File: src/rtl/fifo_stream_reader.sv
// Read-side consumer for the synchronous FIFO: issues reads, absorbs the
// 1-cycle read latency in a 2-entry skid buffer and presents a valid/ready stream.
module fifo_stream_reader #(
    parameter int FIFO_WIDTH = 16,
    parameter int CNT_WIDTH  = 16
) (
    input  logic                  clk,
    input  logic                  rst_n,
    output logic                  fifo_rd_en,
    input  logic [FIFO_WIDTH-1:0] fifo_data_out,
    input  logic                  fifo_empty,
    input  logic                  fifo_underflow,
    output logic                  m_valid,
    output logic [FIFO_WIDTH-1:0] m_data,
    input  logic                  m_ready,
    output logic [CNT_WIDTH-1:0]  rd_count,
    output logic                  err_underflow,
    input  logic                  clr_err
);

    logic [1:0]            occ;
    logic                  inflight;
    logic [FIFO_WIDTH-1:0] buf_head;
    logic [FIFO_WIDTH-1:0] buf_tail;
    logic                  pop;
    logic [2:0]            level;

    assign m_valid = (occ != 2'd0);
    assign m_data  = buf_head;
    assign pop     = m_valid && m_ready;

    // Occupancy after this cycle's pop, counting the word already in flight;
    // a new read is only issued if it is guaranteed a free slot.
    assign level      = {1'b0, occ} + {2'b00, inflight} - {2'b00, pop};
    assign fifo_rd_en = rst_n && !fifo_empty && (level < 3'd2);

    always_ff @(posedge clk or negedge rst_n) begin
        if (!rst_n) begin
            occ      <= 2'd0;
            inflight <= 1'b0;
            buf_head <= '0;
            buf_tail <= '0;
        end else begin
            inflight <= fifo_rd_en;
            case ({pop, inflight})
                2'b11: begin
                    if (occ == 2'd2) begin
                        buf_head <= buf_tail;
                        buf_tail <= fifo_data_out;
                    end else begin
                        buf_head <= fifo_data_out;
                    end
                end
                2'b10: begin
                    buf_head <= buf_tail;
                    occ      <= occ - 2'd1;
                end
                2'b01: begin
                    if (occ == 2'd0) begin
                        buf_head <= fifo_data_out;
                    end else begin
                        buf_tail <= fifo_data_out;
                    end
                    occ <= occ + 2'd1;
                end
                default: ;
            endcase
        end
    end

    always_ff @(posedge clk or negedge rst_n) begin
        if (!rst_n) begin
            rd_count <= '0;
        end else if (pop) begin
            rd_count <= rd_count + 1'b1;
        end
    end

    // Set has priority over clear so a fault in the clearing cycle is not lost.
    always_ff @(posedge clk or negedge rst_n) begin
        if (!rst_n) begin
            err_underflow <= 1'b0;
        end else if (fifo_underflow) begin
            err_underflow <= 1'b1;
        end else if (clr_err) begin
            err_underflow <= 1'b0;
        end
    end

endmodule
File: config.mk
export PLATFORM = sky130hd
export DESIGN_NAME = fifo_stream_reader
export DESIGN_NICKNAME = d
export VERILOG_FILES = /design/src/rtl/fifo_stream_reader.sv
export SDC_FILE = /design/constraint.sdc
export NUM_CORES = 1
export LEC_CHECK = 0
export BUFFER_PORTS_ARGS = -buffer_cell sky130_fd_sc_hd__buf_4
export CAP_MARGIN = 0
export CORE_ASPECT_RATIO = 1.25
export CORE_MARGIN = 2
export CORE_UTILIZATION = 49
export DETAILED_ROUTE_END_ITERATION = 10
export GPL_TIMING_DRIVEN = 0
export PLACE_DENSITY = 0.73
export SYNTH_ARGS = -nofsm -noshare
export SYNTH_HDL_FRONTEND = slang
export SYNTH_SLANG_ARGS = --single-unit
export TNS_END_PERCENT = 1
File: constraint.sdc
create_clock -name clk -period 3.1 [get_ports clk]
set_input_delay 0.775 -clock clk [delete_from_list [all_inputs] [get_ports clk]]
set_output_delay 0.775 -clock clk [all_outputs]
set_load 0.01 [all_outputs]
==> qor.csv, run 1 <==
metric,value,unit
outcome,"complete, but fails checks",
violations,setup timing,
syn_to_final_growth,28.1,%
pre_cts_slack,-0.330,ns
place_hpwl,3910,microns
fin_tns_setup,-0.0537,ns
io_pins,57,
period_share,1.02,
slew_violations,0,
clkPwrFrac,0.150,
synth_edf_count,0,
hold_path.class,reg -> reg,
clk_pin_slew_worst_paths,0.09,ns
die-area,6160,sq um
critPathLaunchType,register,
postLayoutSetupSlackWorst,-0.0537,ns
grt_max_degree,54,
synth_cells,218,
syn_nets,246,
n_fill_cell,450,
grt_use_total,0.194,
required,2.32,ns
slowest_delay,0.56,ns
fmax,317,MHz
ys_ff_latch,52,
antenna_found_initial,0,
num_rows,30,
timing.critical_path.arrival,2.38,ns
htreeDepth,2,
max_cap_viol_count,0,
placedCellCount,338,
hold_slack,0.479,ns
grt_pass1_vias,1959,
num_antenna_cells,0,
final_cells,357,
switching_share,0.376,
rsz0062_at_grt,yes,
p_int,2.16,mW
synth_async_sr_flop_share,1.00,
synth.area.top_cells,"dfrtp_1 (48%), mux2i_1 (5.5%), a221oi_1 (4.8%), a21o_1 (4.4%), a211oi_2 (4.1%)",
syn_area,2720,sq um
cts_tree,yes,
fin_crit,3.15,ns
drt_iter0_drc,98,
grt.overflow.total,0,
slew_headroom,0.553,
cpMaxStageDelayCell,fa_2,
grt_pass1_wl,9400,microns
critPathKind,reg -> out,
ys_types,37,
postCtsHoldBufs,0,
syn_area_per_cell,12.5,sq um
root_buffer,clkbuf_8,
cts_buffer_depth,2,
initial_core_util,0.503,
worst_pin_slew,0.671,ns
drt-total-wl,5810,microns
wl_per_cell,16.3,microns
coreArea,5410,sq um
p_sw,1.30,mW
clk_latency,0.31,ns
portBuffers,56,
seqPwrFrac,0.335,
via_count,1995,
powerDensity,991,nW/um^2
leakage,1.67,nW
first_pass_iters,4,
cts_buffers,5,
ys_seq_area_frac,0.479,
viasPerCell,5.59,
critPathCaptureType,primary output,
nets,320,
drcViolationCount,0,
ys.flop_type,dfrtp_1,
crit_chain,nor2_4 > inv_2 > nand2_4 > inv_8 > ha_4 > nand2b_4 > fa_2 > nand2_2 > nor3_4 > buf_6,
hold_violations,0,
power,3.45,mW
worst-path-max-fanout,6,
synth_top_area_share,0.479,
routabilityCongestion,0.770,
die_y,87.3,microns
die_width,70.6,microns
cts_num_sinks,52,
fin_worst_skew,0.00349,ns
synth_top_cell_by_area,dfrtp_1,
yosys_warnings,0,
finalSetupViolations,1,
vdd_ir_drop_max,480,uV
drive_gt1_frac,0.406,
final_antenna_net_count,0,
pwr-share-comb,0.515,
[synthesized netlist by cell type (2+ instances only)]
cell      instances
dfrtp_1          52
a21o_1           16
a221oi_1         15
mux2i_1          15
mux2_1           10
xor2_1           10
a211oi_2          9
xnor2_1           9
mux2_2            8
nand3_1           8
a211oi_1          7
nor2_1            6
buf_6             5
ha_1              5
inv_1             5
buf_2             4
nand4_1           4
nor3_1            4
clkbuf_1          3
nand2_1           3
a21oi_1           2
and3_1            2
nand2b_1          2
[layout make-up]
type	instances	area [sq um]	area share
Multi-Input combinational cell	145	1320	0.378
Sequential cell	52	1300	0.374
Timing Repair Buffer	69	522	0.150
Buffer	12	103	0.0295
Clock buffer	7	96.3	0.0277
Tap cell	64	80.1	0.0230
Inverter	7	33.8	0.00970
Clock inverter	1	30.0	0.00862
[logic make-up after synthesis]
family,synth area share
AO/OA/AOI/OAI,0.175
XOR/XNOR,0.0612
flip-flops,0.479
adder cells (fa/ha/maj),0.0304
buffers and inverters,0.0515
AND/OR/NAND/NOR,0.0732
multiplexers,0.130
[worst max-delay path: cells and delay by family, from the launching register on]
family	cells	cell delay, ns
simple gates	5	0.60
fa+ha+maj	2	0.77
buf+inv	3	0.22
flops	1	0.48
[stage by stage]
| stage | instance area, sq um | util |
|---|---|---|
| 2_1_floorplan | 2770 | - |
| 3_3_place_gp | 3270 | 0.604 |
| 3_5_place_dp | 3270 | 0.604 |
| 4_1_cts | 3450 | 0.638 |
| 5_1_grt | 3480 | 0.644 |
| 6_report | 3480 | 0.644 |
[what timing repair did]
item	CTS	global route
endpoints found under the setup margin	1	1
hold endpoints to repair	0	0
pin swaps	3	4
cloned	0	0
gates resized for setup	3	1
buffers inserted	7	6
[path summary, 6_finish.rpt]
path / from / to / slack (ns) / depth (start not counted)
setup / recovery: occ[1] / fifo_rd_en / -0.05 / 10
hold / removal: rd_count[15] / rd_count[15] / 0.48 / 1
setup reg to reg: occ[1] / buf_tail[14] / 0.62 / 11
hold reg to reg: rd_count[15] / rd_count[15] / 0.48 / 1
max in group asynchronous: rst_n / occ[1] / 2.12 / 1
min in group asynchronous: rst_n / m_data[2] / 0.49 / 1
[power groups by stage]
stage          Clock [mW]  Sequential [mW]  Combinational (mW)
2_1_floorplan           0             1.20                1.16
3_3_place_gp            0             1.16                1.67
3_5_place_dp            0             1.17                1.70
4_1_cts             0.527             1.16                1.76
5_1_grt             0.550             1.19                1.94
6_report            0.517             1.16                1.78
[cell usage in the layout, fill, tap and decap left out, types with 4 or more instances in the layout]
master	instances
a211oi_1	7
nor2_1	6
dfrtp_1	51
a21o_1	16
buf_6	6
clkbuf_8	7
inv_1	5
nand4_1	4
a221oi_1	15
mux2_2	8
xnor2_1	9
mux2i_1	15
buf_4	68
xor2_1	10
mux2_1	10
nand3_1	8
a211oi_2	9
[registers in the layout, indices dropped and copies added, names as in the netlist]
name and flops:
buf_tail 16, occ 2, err_underflow 1, m_data 16, inflight 1, rd_count 16
[layer usage]
layer | track usage | routed length (microns)
met4 | 0.0686 | 90
met3 | 0.0417 | 267
met1 | 0.239 | 2540
met2 | 0.337 | 2910
met5 | 0 | 0
Note: power is estimated with default switching activity, not from simulation.
==> inputs of run 2 (changes only) <==
--- a/config.mk
+++ b/config.mk
@@ -6,9 +6,8 @@
 export NUM_CORES = 1
 export LEC_CHECK = 0
 export BUFFER_PORTS_ARGS = -buffer_cell sky130_fd_sc_hd__buf_4
-export CAP_MARGIN = 0
 export CORE_ASPECT_RATIO = 1.25
-export CORE_MARGIN = 2
+export CORE_MARGIN = 3
 export CORE_UTILIZATION = 49
 export DETAILED_ROUTE_END_ITERATION = 10
 export GPL_TIMING_DRIVEN = 0
==> qor.csv, run 2 (synthesis results as in run 1) <==
metric,value,unit,change
layout_common_cells,"buf_4 (66), dfrtp_1 (50), a21o_1 (16)",,"was buf_4 (68), dfrtp_1 (51), a21o_1 (16)"
clkPwrFrac,0.113,,was 0.150
coreArea,5230,sq um,was 5410 sq um
grt_pass1_wl,9700,microns,was 9400 microns
fin_worst_skew,0.00986,ns,was 0.00349 ns
finalSetupViolations,1,,unchanged
pre_cts_slack,-0.332,ns,was -0.330 ns
seq_area,1300,sq um,about the same
cts_buffers,5,,unchanged
timing.critical_path.arrival,2.36,ns,was 2.38 ns
rsz0062_at_grt,yes,,unchanged
htreeDepth,2,,unchanged
num_rows,29,,was 30
cts_tree,yes,,unchanged
grt_use_total,0.193,,was 0.194
viasPerCell,5.63,,was 5.59
final_common_cell,buf_4,,unchanged
initial_core_util,0.520,,was 0.503
postLayoutSetupSlackWorst,-0.0313,ns,was -0.0537 ns
switching_share,0.391,,was 0.376
fmax,319,MHz,was 317 MHz
r2r_slack,0.65,ns,was 0.62 ns
drt_iter0_drc,143,,was 98
max_cap_viol_count,0,,unchanged
io_pins,57,,unchanged
syn_to_final_growth,25.4,%,was 28.1%
worst_pin_slew,0.665,ns,was 0.671 ns
timing.rr.end,buf_tail[9],,was buf_tail[14]
p_sw,1.29,mW,was 1.30 mW
hold_violations,0,,unchanged
first_pass_iters,4,,unchanged
outcome,"complete, but fails checks",,unchanged
num_antenna_cells,0,,unchanged
final_antenna_net_count,0,,unchanged
drive_gt1_frac,0.393,,was 0.406
critPathCaptureType,primary output,,unchanged
clk_latency,0.30,ns,was 0.31 ns
place_hpwl,4030,microns,was 3910 microns
final_util,0.652,,was 0.644
p_int,2.01,mW,was 2.16 mW
r2r_cells,11,,unchanged
cts_buffer_depth,2,,unchanged
vdd_ir_drop_max,560,uV,was 480 uV
slew_headroom,0.557,,was 0.553
n_fill_cell,445,,was 450
leakage,1.63,nW,was 1.67 nW
critPathLaunchType,register,,unchanged
pwr-share-comb,0.537,,was 0.515
die-area,6480,sq um,was 6160 sq um
fin_crit,3.13,ns,was 3.15 ns
die_width,72.6,microns,was 70.6 microns
antenna_found_initial,0,,unchanged
multiInputGateArea,1310,sq um,was 1320 sq um
portBuffers,56,,unchanged
via_count,1980,,was 1995
powerDensity,967,nW/um^2,was 991 nW/um^2
grt_max_degree,54,,unchanged
drt-total-wl,5940,microns,was 5810 microns
postCtsHoldBufs,0,,unchanged
slew_violations,0,,unchanged
power,3.30,mW,was 3.45 mW
wl_per_cell,16.9,microns,was 16.3 microns
root_buffer,clkbuf_8,,unchanged
hold_path.class,reg -> reg,,unchanged
clk_pin_slew_worst_paths,0.09,ns,about the same
grt.overflow.total,0,,unchanged
cts_num_sinks,52,,unchanged
period_share,1.01,,was 1.02
seqPwrFrac,0.350,,was 0.335
crit_start,occ[1],,unchanged
critPathKind,reg -> out,,unchanged
nets,317,,was 320
violations,setup timing,,unchanged
r2r_start,occ[1],,unchanged
required,2.32,ns,about the same
drcViolationCount,0,,unchanged
die_y,89.3,microns,was 87.3 microns
grt_pass1_vias,1986,,was 1959
routabilityCongestion,0.763,,was 0.770
crit_end,fifo_rd_en,,unchanged
worst-path-max-fanout,2,,was 6
==> run 2: changes by cell type in the layout (fill, tap and decap cells not counted), sizes merged <==
cell / previous run / this run
buf: 79 / 76
bufinv: 1 / 0
clkinv: 0 / 1
==> run 2: how the worst min path moves through the flow <==
stage | startpoint | end | depth (start not counted)
finish | rd_count[15] | rd_count[15] | 1
global route | m_data[7] | m_data[7] | 1
CTS | rd_count[15] | rd_count[15] | 1
detailed placement | rd_count[15] | rd_count[15] | 1
global placement | m_data[14] | m_data[14] | 1
floorplan | buf_tail[10] | buf_tail[10] | 1
==> run 2: worst max-delay path: stages (launching register included) <==
cell and delay [ns]:
dfrtp_2 0.44, nor2_4 0.12, inv_2 0.06, nand2_4 0.09, inv_8 0.04, ha_4 0.24, nand2b_4 0.14, fa_2 0.56
nand2_2 0.06, nor3_4 0.16, buf_6 0.12
==> run 2: layer usage <==
layer  vias up  routed length, microns  track usage  part of all wire
li1        944                       -            -                 -
met1       990                    2540        0.252              0.43
met2        41                    3110        0.337              0.52
met3         5                     228       0.0259             0.038
met4         0                      62       0.0554             0.010
met5         -                       0            0                 0
==> run 2: stage by stage <==
step	TNS, ns	instance area, sq um	instances	hold slack [ns]
detailed placement	-0.332	3260	336	0.464
floorplan	0	2770	218	0.459
CTS	-0.168	3420	351	0.480
global placement	-0.320	3260	336	0.459
global route	-0.120	3410	352	0.500
finish	-0.0313	3410	352	0.472
==> run 2: power by group through the flow <==
stage | Combinational, mW | Sequential, mW | Clock [mW]
after floorplan | 1.16 | 1.20 | 0
after global placement | 1.67 | 1.16 | 0
after detailed placement | 1.71 | 1.17 | 0
after CTS | 1.82 | 1.14 | 0.385
after global routing | 1.93 | 1.19 | 0.415
final | 1.77 | 1.15 | 0.373
==> run 2: final cells by class <==
class	count	share of cell area
Multi-Input combinational cell	145	0.385
Sequential cell	52	0.383
Timing Repair Buffer	67	0.149
Buffer	11	0.0268
Tap cell	62	0.0228
Clock buffer	7	0.0224
Inverter	7	0.00991
Clock inverter	1	0.00147
==> run 2: timing repair <==
action / 4_1_cts / 5_1_grt
endpoints found under the setup margin: 1 / 1
pin swaps: 3 / 5
gates resized for setup: 4 / 1
buffers inserted: 8 / 3
==> inputs of run 3 (changes only) <==
--- a/config.mk
+++ b/config.mk
@@ -8,10 +8,11 @@
 export BUFFER_PORTS_ARGS = -buffer_cell sky130_fd_sc_hd__buf_4
 export CORE_ASPECT_RATIO = 1.25
 export CORE_MARGIN = 3
-export CORE_UTILIZATION = 49
+export CORE_UTILIZATION = 51
+export CTS_BUF_LIST = sky130_fd_sc_hd__clkbuf_8
 export DETAILED_ROUTE_END_ITERATION = 10
 export GPL_TIMING_DRIVEN = 0
-export PLACE_DENSITY = 0.73
+export PLACE_DENSITY = 0.75
 export SYNTH_ARGS = -nofsm -noshare
 export SYNTH_HDL_FRONTEND = slang
 export SYNTH_SLANG_ARGS = --single-unit
==> qor.csv, run 3 (synthesis results as in run 1) <==
metric,value,unit,change
outcome,"complete, but fails checks",,unchanged
violations,setup timing,,unchanged
via_count,1981,,was 1980
cts_tree,yes,,unchanged
wl_per_cell,16.4,microns,was 16.9 microns
routabilityCongestion,0.733,,was 0.763
portBuffers,56,,unchanged
fin_crit,3.14,ns,was 3.13 ns
crit_family,adder cells,,unchanged
clk_latency,0.30,ns,about the same
slew_headroom,0.543,,was 0.557
grt_pass1_vias,1923,,was 1986
postLayoutSetupSlackWorst,-0.0392,ns,was -0.0313 ns
hold_violations,0,,unchanged
grt_max_degree,54,,unchanged
slowest_delay,0.56,ns,about the same
coreArea,5120,sq um,was 5230 sq um
cts_buffer_depth,2,,unchanged
drive_gt1_frac,0.399,,was 0.393
syn_to_final_growth,27.2,%,was 25.4%
final_cells,353,,was 352
num_antenna_cells,0,,unchanged
fin_worst_skew,0.0124,ns,was 0.00986 ns
grt_use_total,0.192,,was 0.193
crit_chain,nor2_4 > inv_2 > nand2_4 > inv_8 > ha_4 > nand2b_4 > fa_2 > nand2_2 > nor3_4 > buf_6,,unchanged
place_hpwl,3860,microns,was 4030 microns
worst_pin_slew,0.685,ns,was 0.665 ns
fmax,319,MHz,about the same
powerDensity,990,nW/um^2,was 967 nW/um^2
cts_buffers,5,,unchanged
cts_num_sinks,52,,unchanged
num_rows,29,,unchanged
worst-path-max-fanout,5,,was 2
required,2.32,ns,about the same
nets,318,,was 317
grt.overflow.total,0,,unchanged
place_area,3260,sq um,unchanged
root_buffer,clkbuf_8,,unchanged
antenna_found_initial,0,,unchanged
rsz0062_at_grt,yes,,unchanged
viasPerCell,5.61,,was 5.63
die_width,71.3,microns,was 72.6 microns
cpMaxStageDelayCell,fa_2,,unchanged
vdd_ir_drop_max,480,uV,was 560 uV
final_antenna_net_count,0,,unchanged
period_share,1.01,,about the same
grt_pass1_wl,9560,microns,was 9700 microns
die-area,6250,sq um,was 6480 sq um
initial_core_util,0.531,,was 0.520
finalSetupViolations,1,,unchanged
final_util,0.676,,was 0.652
layout_common_cells,"buf_4 (67), dfrtp_1 (51), a21o_1 (16)",,"was buf_4 (66), dfrtp_1 (50), a21o_1 (16)"
max_cap_viol_count,0,,unchanged
drcViolationCount,0,,unchanged
placedCellCount,336,,unchanged
slew_violations,0,,unchanged
hold_slack,0.480,ns,was 0.472 ns
htreeDepth,2,,unchanged
timing.critical_path.arrival,2.36,ns,about the same
drt-total-wl,5790,microns,was 5940 microns
critPathCaptureType,primary output,,unchanged
n_fill_cell,402,,was 445
critPathKind,reg -> out,,unchanged
drt_iter0_drc,119,,was 143
final_area,3460,sq um,was 3410 sq um
io_pins,57,,unchanged
final_common_cell,buf_4,,unchanged
critPathLaunchType,register,,unchanged
first_pass_iters,4,,unchanged
postCtsHoldBufs,0,,unchanged
hold_path.class,reg -> reg,,unchanged
clk_pin_slew_worst_paths,0.10,ns,was 0.09 ns
crit_buf_inv,3,,unchanged
die_y,87.6,microns,was 89.3 microns
leakage,1.66,nW,was 1.63 nW
==> run 3: cell types whose count changed in the layout (fill, tap and decap cells not counted) <==
cell / before / now
clkinv_2: 1 / 0
bufinv_16: 0 / 1
clkbuf_8: 5 / 7
clkbuf_1: 4 / 2
dfrtp_2: 2 / 1
buf_4: 66 / 67
dfrtp_1: 50 / 51
==> run 3: cell type report <==
| class | count | area, sq um | share of cell area |
|---|---|---|---|
| clock buffer | 7 | 96.3 | 0.0278 |
| sequential | 52 | 1300 | 0.376 |
| timing repair buffer | 68 | 514 | 0.149 |
| inverter | 7 | 33.8 | 0.00976 |
| tap | 62 | 77.6 | 0.0224 |
| buffer | 11 | 91.3 | 0.0264 |
| multi-input combinational | 145 | 1310 | 0.380 |
| clock inverter | 1 | 30.0 | 0.00868 |
==> run 3: where the power goes <==
group / internal [mW] / total (mW) / switching (mW)
Clock: 0.285 / 0.509 / 0.224
Combinational: 0.903 / 1.76 / 0.855
Sequential: 0.947 / 1.16 / 0.212
==> run 3: repair_timing <==
action | 4_1_cts | 5_1_grt
resized for setup | 3 | 0
setup buffers | 8 | 4
setup endpoints to repair | 1 | 1
pin swaps | 4 | 4
==> run 3: metrics by stage <==
step	TNS, ns	power [mW]	worst slack (ns)
4_1_cts	-0.178	3.44	-0.178
2_1_floorplan	0	2.36	0.00915
3_3_place_gp	-0.313	2.83	-0.313
3_5_place_dp	-0.323	2.86	-0.323
6_report	-0.0392	3.43	-0.0392
5_1_grt	-0.145	3.66	-0.145
==> run 3: per-layer routing <==
metal | wire (microns) | share of wire | global-route usage
met5 | 0 | 0 | 0
met4 | 63 | 0.011 | 0.0530
met1 | 2580 | 0.45 | 0.264
met2 | 2880 | 0.50 | 0.316
met3 | 263 | 0.045 | 0.0321
==> run 3: path summary, 6_finish.rpt <==
path / from / end / slack (ns) / cells past startpoint
max in group asynchronous: rst_n / occ[1] / 2.10 / 1
min: rd_count[15] / rd_count[15] / 0.48 / 1
min reg2reg: rd_count[15] / rd_count[15] / 0.48 / 1
max: occ[1] / fifo_rd_en / -0.04 / 10
max reg2reg: occ[1] / buf_tail[10] / 0.60 / 11
min in group asynchronous: rst_n / m_data[0] / 0.50 / 1
